<file path="src/rtl/alu_dec.sv">
// rtl/alu_dec.sv - RV32I ALU decode/issue stage with 2-entry skid buffer
//
// Decodes ALU-class RV32I instructions (OP, OP-IMM, LUI, AUIPC, BRANCH) into
// ALU control selects and operands, and registers them into a 1-cycle issue
// stage. A skid entry absorbs execute-stage back-pressure so that inst_ready_o
// is a pure register output.
//
// Ports:
//   clk_i, rst_i         clock, asynchronous active-high reset
//   flush_i              synchronous flush, drops both entries and the input beat
//   inst_valid_i/ready_o input handshake; inst_data_i, inst_pc_i, rs1/rs2_data_i
//   dec_valid_o/ready_i  issue handshake
//   alu_*_o              comparison select, op_0/op_1 selects, A/B operands
//   rd_addr_o, rd_wr_en_o, is_branch_o, illegal_o  decoded side information
module alu_dec #(
  parameter int XLEN = 32
) (
  input  logic            clk_i,
  input  logic            rst_i,
  input  logic            flush_i,
  input  logic            inst_valid_i,
  output logic            inst_ready_o,
  input  logic [31:0]     inst_data_i,
  input  logic [XLEN-1:0] inst_pc_i,
  input  logic [XLEN-1:0] rs1_data_i,
  input  logic [XLEN-1:0] rs2_data_i,
  output logic            dec_valid_o,
  input  logic            dec_ready_i,
  output logic [2:0]      alu_comp_sel_o,
  output logic            alu_op_0_sel_o,
  output logic [2:0]      alu_op_1_sel_o,
  output logic [XLEN-1:0] alu_a_data_o,
  output logic [XLEN-1:0] alu_b_data_o,
  output logic [4:0]      rd_addr_o,
  output logic            rd_wr_en_o,
  output logic            is_branch_o,
  output logic            illegal_o
);

  localparam logic [2:0] ALU_COMP_NONE = 3'd0;
  localparam logic [2:0] ALU_COMP_BEQ  = 3'd1;
  localparam logic [2:0] ALU_COMP_BNE  = 3'd2;
  localparam logic [2:0] ALU_COMP_BLT  = 3'd3;
  localparam logic [2:0] ALU_COMP_BGE  = 3'd4;
  localparam logic [2:0] ALU_COMP_BLTU = 3'd5;
  localparam logic [2:0] ALU_COMP_BGEU = 3'd6;

  // ALU_OP_1_* codes equal the RV32I funct3 of the operation:
  // ADD=0 SLL=1 SLT=2 SLTU=3 XOR=4 SRL=5 OR=6 AND=7
  localparam logic [2:0] ALU_OP_1_ADD = 3'd0;

  localparam logic [6:0] OPC_OP     = 7'b0110011;
  localparam logic [6:0] OPC_OP_IMM = 7'b0010011;
  localparam logic [6:0] OPC_LUI    = 7'b0110111;
  localparam logic [6:0] OPC_AUIPC  = 7'b0010111;
  localparam logic [6:0] OPC_BRANCH = 7'b1100011;
  localparam logic [6:0] F7_ZERO    = 7'b0000000;
  localparam logic [6:0] F7_ALT     = 7'b0100000;

  // Packed issue beat: comp, op_0, op_1, A, B, rd, wr_en, is_branch, illegal
  localparam int W = 3 + 1 + 3 + XLEN + XLEN + 5 + 1 + 1 + 1;

  logic [6:0]        w_opcode;
  logic [2:0]        w_funct3;
  logic [6:0]        w_funct7;
  logic signed [11:0] w_imm_i;
  logic signed [31:0] w_imm_u;

  logic [2:0]      w_comp;
  logic            w_op0;
  logic [2:0]      w_op1;
  logic [XLEN-1:0] w_a;
  logic [XLEN-1:0] w_b;
  logic [4:0]      w_rd;
  logic            w_wr;
  logic            w_br;
  logic            w_legal;
  logic [W-1:0]    w_dec;

  logic            r_main_valid;
  logic [W-1:0]    r_main;
  logic            r_skid_valid;
  logic [W-1:0]    r_skid;

  logic            w_in_fire;
  logic            w_main_free;

  assign w_opcode = inst_data_i[6:0];
  assign w_funct3 = inst_data_i[14:12];
  assign w_funct7 = inst_data_i[31:25];
  assign w_imm_i  = inst_data_i[31:20];
  assign w_imm_u  = {inst_data_i[31:12], 12'b0};

  always_comb begin
    w_comp  = ALU_COMP_NONE;
    w_op0   = 1'b0;
    w_op1   = ALU_OP_1_ADD;
    w_a     = '0;
    w_b     = '0;
    w_rd    = '0;
    w_wr    = 1'b0;
    w_br    = 1'b0;
    w_legal = 1'b0;
    case (w_opcode)
      OPC_OP: begin
        w_op1 = w_funct3;
        w_a   = rs1_data_i;
        w_b   = rs2_data_i;
        w_rd  = inst_data_i[11:7];
        w_wr  = 1'b1;
        // Only ADD/SUB and SRL/SRA have an alternate funct7 encoding.
        if (w_funct3 == 3'b000 || w_funct3 == 3'b101) begin
          w_op0   = inst_data_i[30];
          w_legal = (w_funct7 == F7_ZERO) || (w_funct7 == F7_ALT);
        end else begin
          w_legal = (w_funct7 == F7_ZERO);
        end
      end
      OPC_OP_IMM: begin
        w_op1 = w_funct3;
        w_a   = rs1_data_i;
        w_b   = XLEN'(w_imm_i);
        w_rd  = inst_data_i[11:7];
        w_wr  = 1'b1;
        // inst[30] is an immediate bit except for shifts, so ADDI never subtracts.
        case (w_funct3)
          3'b001:  w_legal = (w_funct7 == F7_ZERO);
          3'b101: begin
            w_op0   = inst_data_i[30];
            w_legal = (w_funct7 == F7_ZERO) || (w_funct7 == F7_ALT);
          end
          default: w_legal = 1'b1;
        endcase
      end
      OPC_LUI: begin
        w_b     = XLEN'(w_imm_u);
        w_rd    = inst_data_i[11:7];
        w_wr    = 1'b1;
        w_legal = 1'b1;
      end
      OPC_AUIPC: begin
        w_a     = inst_pc_i;
        w_b     = XLEN'(w_imm_u);
        w_rd    = inst_data_i[11:7];
        w_wr    = 1'b1;
        w_legal = 1'b1;
      end
      OPC_BRANCH: begin
        w_a     = rs1_data_i;
        w_b     = rs2_data_i;
        w_br    = 1'b1;
        w_legal = 1'b1;
        case (w_funct3)
          3'b000:  w_comp = ALU_COMP_BEQ;
          3'b001:  w_comp = ALU_COMP_BNE;
          3'b100:  w_comp = ALU_COMP_BLT;
          3'b101:  w_comp = ALU_COMP_BGE;
          3'b110:  w_comp = ALU_COMP_BLTU;
          3'b111:  w_comp = ALU_COMP_BGEU;
          default: w_legal = 1'b0;
        endcase
      end
      default: ;
    endcase
    if (!w_legal) begin
      w_comp = ALU_COMP_NONE;
      w_op0  = 1'b0;
      w_op1  = ALU_OP_1_ADD;
      w_a    = '0;
      w_b    = '0;
      w_rd   = '0;
      w_wr   = 1'b0;
      w_br   = 1'b0;
    end
  end

  assign w_dec = {w_comp, w_op0, w_op1, w_a, w_b, w_rd,
                  w_wr & (w_rd != 5'd0), w_br, ~w_legal};

  // Ready depends only on the skid register, so no combinational path from
  // dec_ready_i to inst_ready_o exists.
  assign inst_ready_o = ~r_skid_valid;
  assign w_in_fire    = inst_valid_i & ~r_skid_valid;
  assign w_main_free  = ~r_main_valid | dec_ready_i;

  always_ff @(posedge clk_i or posedge rst_i) begin
    if (rst_i) begin
      r_main_valid <= 1'b0;
      r_main       <= '0;
      r_skid_valid <= 1'b0;
      r_skid       <= '0;
    end else if (flush_i) begin
      r_main_valid <= 1'b0;
      r_skid_valid <= 1'b0;
    end else if (w_main_free) begin
      // A full skid implies inst_ready_o was 0, so no input beat competes here.
      if (r_skid_valid) begin
        r_main       <= r_skid;
        r_main_valid <= 1'b1;
        r_skid_valid <= 1'b0;
      end else begin
        r_main_valid <= w_in_fire;
        if (w_in_fire) begin
          r_main <= w_dec;
        end
      end
    end else if (w_in_fire) begin
      r_skid       <= w_dec;
      r_skid_valid <= 1'b1;
    end
  end

  assign dec_valid_o = r_main_valid;
  assign {alu_comp_sel_o, alu_op_0_sel_o, alu_op_1_sel_o, alu_a_data_o,
          alu_b_data_o, rd_addr_o, rd_wr_en_o, is_branch_o, illegal_o} = r_main;

endmodule

</file>
<file path="config.mk">
export PLATFORM = sky130hd
export DESIGN_NAME = alu_dec
export DESIGN_NICKNAME = d
export VERILOG_FILES = /design/src/rtl/alu_dec.sv
export SDC_FILE = /design/constraint.sdc
export NUM_CORES = 1
export LEC_CHECK = 0
export ABC_CLOCK_PERIOD_IN_PS = 11500
export CORE_UTILIZATION = 45
export CTS_CLUSTER_DIAMETER = 200
export DETAILED_ROUTE_END_ITERATION = 10
export DONT_BUFFER_PORTS = 1
export GPL_TIMING_DRIVEN = 0
export REMOVE_ABC_BUFFERS = 1
export SYNTH_ARGS = -nofsm -noshare
export SYNTH_HDL_FRONTEND = slang
export SYNTH_SLANG_ARGS = --single-unit
</file>
<file path="constraint.sdc">
create_clock -name clk_i -period 11.5 [get_ports clk_i]
set_clock_uncertainty 0.15 [all_clocks]
set_input_delay 1.725 -clock clk_i [delete_from_list [all_inputs] [get_ports clk_i]]
set_output_delay 1.725 -clock clk_i [all_outputs]
set_load 0.01 [all_outputs]
</file>
Word-level counts from Yosys, hierarchy flattened
Cells that the tools add are included.

storage, ports and cells
  flip-flop bits (word level) = 160
  latch bits = 0
  bits in writable memories = 0
  memory bits (read-only) = 0
  input bits = 133
  output and inout bits = 81
  word-level logic and storage cells = 70
  memories kept = 0

cells by class
  add/subtract/negate cells = 0
  $mul = 0
  div/mod/pow operators = 0
  $lt $le $gt $ge = 0
  equality and inequality tests = 11
  shift-type cells = 0
  muxes and demuxes = 31
  bitwise gates (word level) = 8
  reduce and logical (&&, ||, !) cells = 16

operator list
  cell                                                              count
  79-bit two-way mux                                                2
  32-bit case mux with 3 select lines                               1
  32-bit two-way mux                                                2
  32-bit case mux with 2 select lines                               1
  7-bit by 6-bit == test with 1-bit output (second input constant)  3
  3-bit case mux with 6 select lines                                1
  1-bit two-way mux                                                 15
  7-bit by 5-bit == test with 1-bit output (second input constant)  2
  3-bit == test (second input constant)                             4
  3-bit two-way mux                                                 4
  5-bit two-way mux                                                 2
  7-bit == test (second input constant)                             1
  7-bit zero test                                                   1
  3-bit AND reduction                                               2
  2-bit OR reduction                                                3
  6-bit OR reduction                                                1
  1-bit NOT                                                         5
  5-bit nonzero test                                                1
  1-bit case mux with 2 select lines                                2
  1-bit case mux with 4 select lines                                1
  2-bit nonzero test                                                2
  4-bit OR reduction                                                1
  3-bit by 1-bit == test with 1-bit output (second input constant)  1
  3-bit zero test                                                   1
  5 further kinds                                                   7

Logic depth before layout (Yosys ltp)
  depth in word-level cells = 9
  depth in mapped cells = 9
  mapped depth without buffers = 5

Worst setup path after synthesis
Ideal clock, no wire load.

  path kind = input port to flip-flop
  start = input port inst_data_i[25]
  end = register r_main[0]
  arrival time = 3.620 ns
  path slack = 7.604 ns
  cell stages on the path = 6
  path through = or4_1 o32a_1 a2111oi_4 nor2_2 buf_6 a221o_1

between the ends
  longest elaborated chain between the ends = 7
  elaborated cells between the ends (all ways) = 9
  those cells by class = eq/ne (1); mux (5); bitwise (1); reduce/logical (2)

RTL lines
  what                                                                         RTL line  RTL
  start: declaration                                                           23        input logic [31:0] inst_data_i,
  7-bit by 6-bit == test with 1-bit output or 7-bit zero test (tied branches)  -
  1-bit logical OR                                                             114, 130
  1-bit case mux with 2 select lines or 1-bit two-way mux (tied branches)      126, 112
  1-bit case mux with 4 select lines *                                         104       case (w_opcode)
  1-bit NOT *                                                                  178       w_wr & (w_rd != 5'd0), w_br, ~w_legal};
  79-bit two-way mux *                                                         203       if (w_in_fire) begin
  79-bit two-way mux *                                                         197       if (r_skid_valid) begin
  end signal: assignment                                                       198       r_main <= r_skid;
  end signal: assignment                                                       204       r_main <= w_dec;
  end: declaration                                                             81        logic [W-1:0] r_main;

Mark *: on every way between the ends. The rest lies on a longest branch, timed or not. The select of a mux whose other input is x is not followed.
A chain may end at the register's enable or synchronous reset.

Final worst setup path
  start = input port inst_data_i[25]
  end = register r_main[8]

between the ends
  longest elaborated chain between the ends = 7
  elaborated cells between the ends (all ways) = 9
  those cells by class = eq/ne (1); mux (6); reduce/logical (2)

RTL lines
  what                                                                         RTL line  RTL
  7-bit by 6-bit == test with 1-bit output or 7-bit zero test (tied branches)  -
  1-bit logical OR                                                             114, 130
  1-bit case mux with 2 select lines or 1-bit two-way mux (tied branches)      126, 112
  1-bit case mux with 4 select lines *                                         104
  32-bit two-way mux *                                                         165       if (!w_legal) begin
  79-bit two-way mux *                                                         203
  79-bit two-way mux *                                                         197

Marked as above.

==> flow_metrics.env <==
export IMPL_status="complete, no violations"
export IMPL_peakVddDrop_uv=95.1
export IMPL_power_leakage_nw=3.75
export IMPL_synth_distinct_cells=43
export IMPL_drive_gt1_frac=0.130
export IMPL_ys_seq_area_frac=0.527
export IMPL_dp_hpwl_um=13400
export IMPL_track_usage=0.235
export IMPL_synth_area_leader_cell="dfrtp_1"
export IMPL_hold_path_end="r_skid[40]$_DFFE_PP0P_"
export IMPL_port_buffers=0
export IMPL_critical_path_class="in2reg"
export IMPL_whs_ns=0.319
export IMPL_die_w_um=132
export IMPL_grt_pass1_wl_um=32100
export IMPL_hold_buffers=0
export IMPL_cts_buffers=17
export IMPL_ys_top_cells_by_area="dfrtp_1 53%, and3_1 6.1%, o21ai_0 5.7%, a21oi_1 5.3%, o31ai_2 5.1%"
export IMPL_slew_headroom=0.193
export IMPL_drtIter0Drc=544
export IMPL_rsz0062_at_grt="false"
export IMPL_grt_max_degree=84
export IMPL_root_buffer="clkbuf_16"
export IMPL_powerDensity_nw_per_um2=146
export IMPL_die_y_um=132
export IMPL_synth_warnings=0
export IMPL_clock_fmax_mhz=241
export IMPL_path_clk_slew_ns=0.06
export IMPL_design_core_area_um2=16500
export IMPL_antenna_found_initial=0
export IMPL_cp_end_kind="flip-flop"
export IMPL_max_stage_delay_ns=0.76
export IMPL_crit_slowest_cell="a2111oi_4"
export IMPL_use_met2=0.383
export IMPL_ctsResizeCount=0
export IMPL_htreeDepth=4
export IMPL_routedWlPerCell_um=21.2
export IMPL_routabilityCongestion=0.787
export IMPL_grt_use_met1=0.298
export IMPL_drtAntennaViolNets=0
export IMPL_timing_critical_path_from_type="input pin"
export IMPL_reg2reg_from="r_skid_valid$_DFFE_PP0P_"
export IMPL_yosysTopAreaCellShare=0.527
export IMPL_netlist_instances=761
export IMPL_synth_seq_cells=160
export IMPL_crit_chain="or4_1 > o32a_1 > a2111oi_4 > o21ai_1 > o21ai_0"
export IMPL_drcViolationCount=0
export IMPL_vias=6006
export IMPL_busiest_layer="met2"
export IMPL_grt_pass1_vias=5792
export IMPL_routed_via_density=6.28
export IMPL_maxSlewViolCount=0
export IMPL_drv_cap=0
export IMPL_use_met3=0.0707
export IMPL_worstPathMaxFanout=12
export IMPL_post_cts_buffers=0
export IMPL_antenna_cells=0
export IMPL_required_ns=11.67
export IMPL_netlist_top_cells_count="160 x dfrtp_1, 90 x nand2_1, 86 x o21ai_0"
export IMPL_num_rows=47
export IMPL_finalCriticalPeriod_ns=4.15
export IMPL_fin_crit_sh=0.361
export IMPL_min_path_type="reg2reg"
export IMPL_synth_flop_cell="dfrtp_1"
export IMPL_routed_wl_um=20300
export IMPL_die_area_um2=17400
export IMPL_final_nets=856
export IMPL_worstMarginPinSlew_ns=1.21
export IMPL_synth_area_per_cell_um2=9.98
export IMPL_start_util=0.459
export IMPL_synth_most_common_cell="dfrtp_1"
export IMPL_io_pins=214
export IMPL_clock_latency_ns=0.42
export IMPL_hold_violations=0
export IMPL_timing_rr_end="r_main[27]$_DFFE_PP0P_"
export IMPL_worstPathArrival_ns=4.32
export IMPL_worstHoldStart="r_skid[40]$_DFFE_PP0P_"
export IMPL_clockBufferDepth=2
export IMPL_rrSetupSlack_ns=8.23
export IMPL_drtPass1Iterations=5
export IMPL_cts_tree="built"
export IMPL_netlist_area_um2=7590
export IMPL_cts_sinks=160
export IMPL_setup_tns_ns=0
export IMPL_async_flop_share=1.00
export IMPL_area_growth_pct=12.8
export IMPL_reg2reg_depth=8
export IMPL_setup_violations_final=0
export IMPL_overflow=0
export IMPL_synth_edf_count=0
export IMPL_min_path_cells=2
cell families (layout without fill, tap and decap cells):
| kind of cell | after synthesis | count (layout) | share of synthesized area |
|---|---|---|---|
| simple gates | 206 | 206 | 0.139 |
| buf+inv | 78 | 53 | 0.0453 |
| xor+xnor | 1 | 1 | 0.00115 |
| compound gates | 316 | 316 | 0.287 |
| flops | 160 | 160 | 0.527 |
registers in the layout, summed over array words and instances (netlist names):
register,count
dec_valid_o,1
r_main,79
r_skid,79
r_skid_valid,1
metrics by stage:
| stage | instances | cell area (µm²) | util | total power, mW | setup slack (ns) |
|---|---|---|---|---|---|
| floorplan | 686 | 7260 | - | 0.617 | 4.98 |
| global placement | 906 | 7530 | 0.456 | 0.633 | 1.56 |
| detailed placement | 924 | 7900 | 0.478 | 0.643 | 6.81 |
| CTS | 956 | 8560 | 0.518 | 1.26 | 7.27 |
| global route | 956 | 8560 | 0.518 | 1.29 | 7.21 |
| finish | 956 | 8560 | 0.518 | 1.25 | 7.35 |
cells in the final DEF, fill, tap and decap left out, types with 4 or more instances in the layout:
master and instances:
dfrtp_1 159, nand2_1 90, o21ai_0 85, a21oi_1 79
and3_1 74, a22oi_1 44, o31ai_1 36, o31ai_2 31
a221oi_1 19, clkbuf_16 17, nor2_1 10, buf_6 8
nor3_1 5, a32o_1 5, buf_16 5, nand2b_1 4
o211ai_1 4, clkbuf_8 4, bufinv_16 4
worst max-delay path by stage:
stage | end | from | cells after the start
after global placement | r_main[74]$_DFFE_PP0P_ | r_skid_valid$_DFFE_PP0P_ | 4
after floorplan | r_skid[10]$_DFFE_PP0P_ | dec_ready_i | 4
after CTS | r_skid[36]$_DFFE_PP0P_ | inst_data_i[6] | 5
after global routing | r_main[9]$_DFFE_PP0P_ | inst_data_i[25] | 5
final | r_main[8]$_DFFE_PP0P_ | inst_data_i[25] | 5
after detailed placement | r_skid[36]$_DFFE_PP0P_ | inst_data_i[6] | 5
layer usage:
metal,wire (µm),vias to the layer above
met3,1730,18
met2,9920,279
li1,-,2751
met4,246,0
met1,8390,2958
met5,0,-
power by group:
part | switching [mW] | internal (mW) | total, mW
sequential | 0.00545 | 0.567 | 0.573
clock | 0.229 | 0.389 | 0.618
combinational | 0.0425 | 0.0163 | 0.0589
critical path, delay by kind of cell:
kind               cells  cell delay [ns]
AOI/OAI and AO/OA      4             2.00
and+or+nand+nor        1             0.59
area by class of cell:
class	count	area (µm²)
Sequential cell	160	4010
Clock buffer	21	480
Clock inverter	11	176
Timing Repair Buffer	18	310
Tap cell	220	275
Inverter	3	16.3
Fill cell	1519	7970
Multi-Input combinational cell	523	3300
Note: power is estimated with default switching activity, not from simulation.
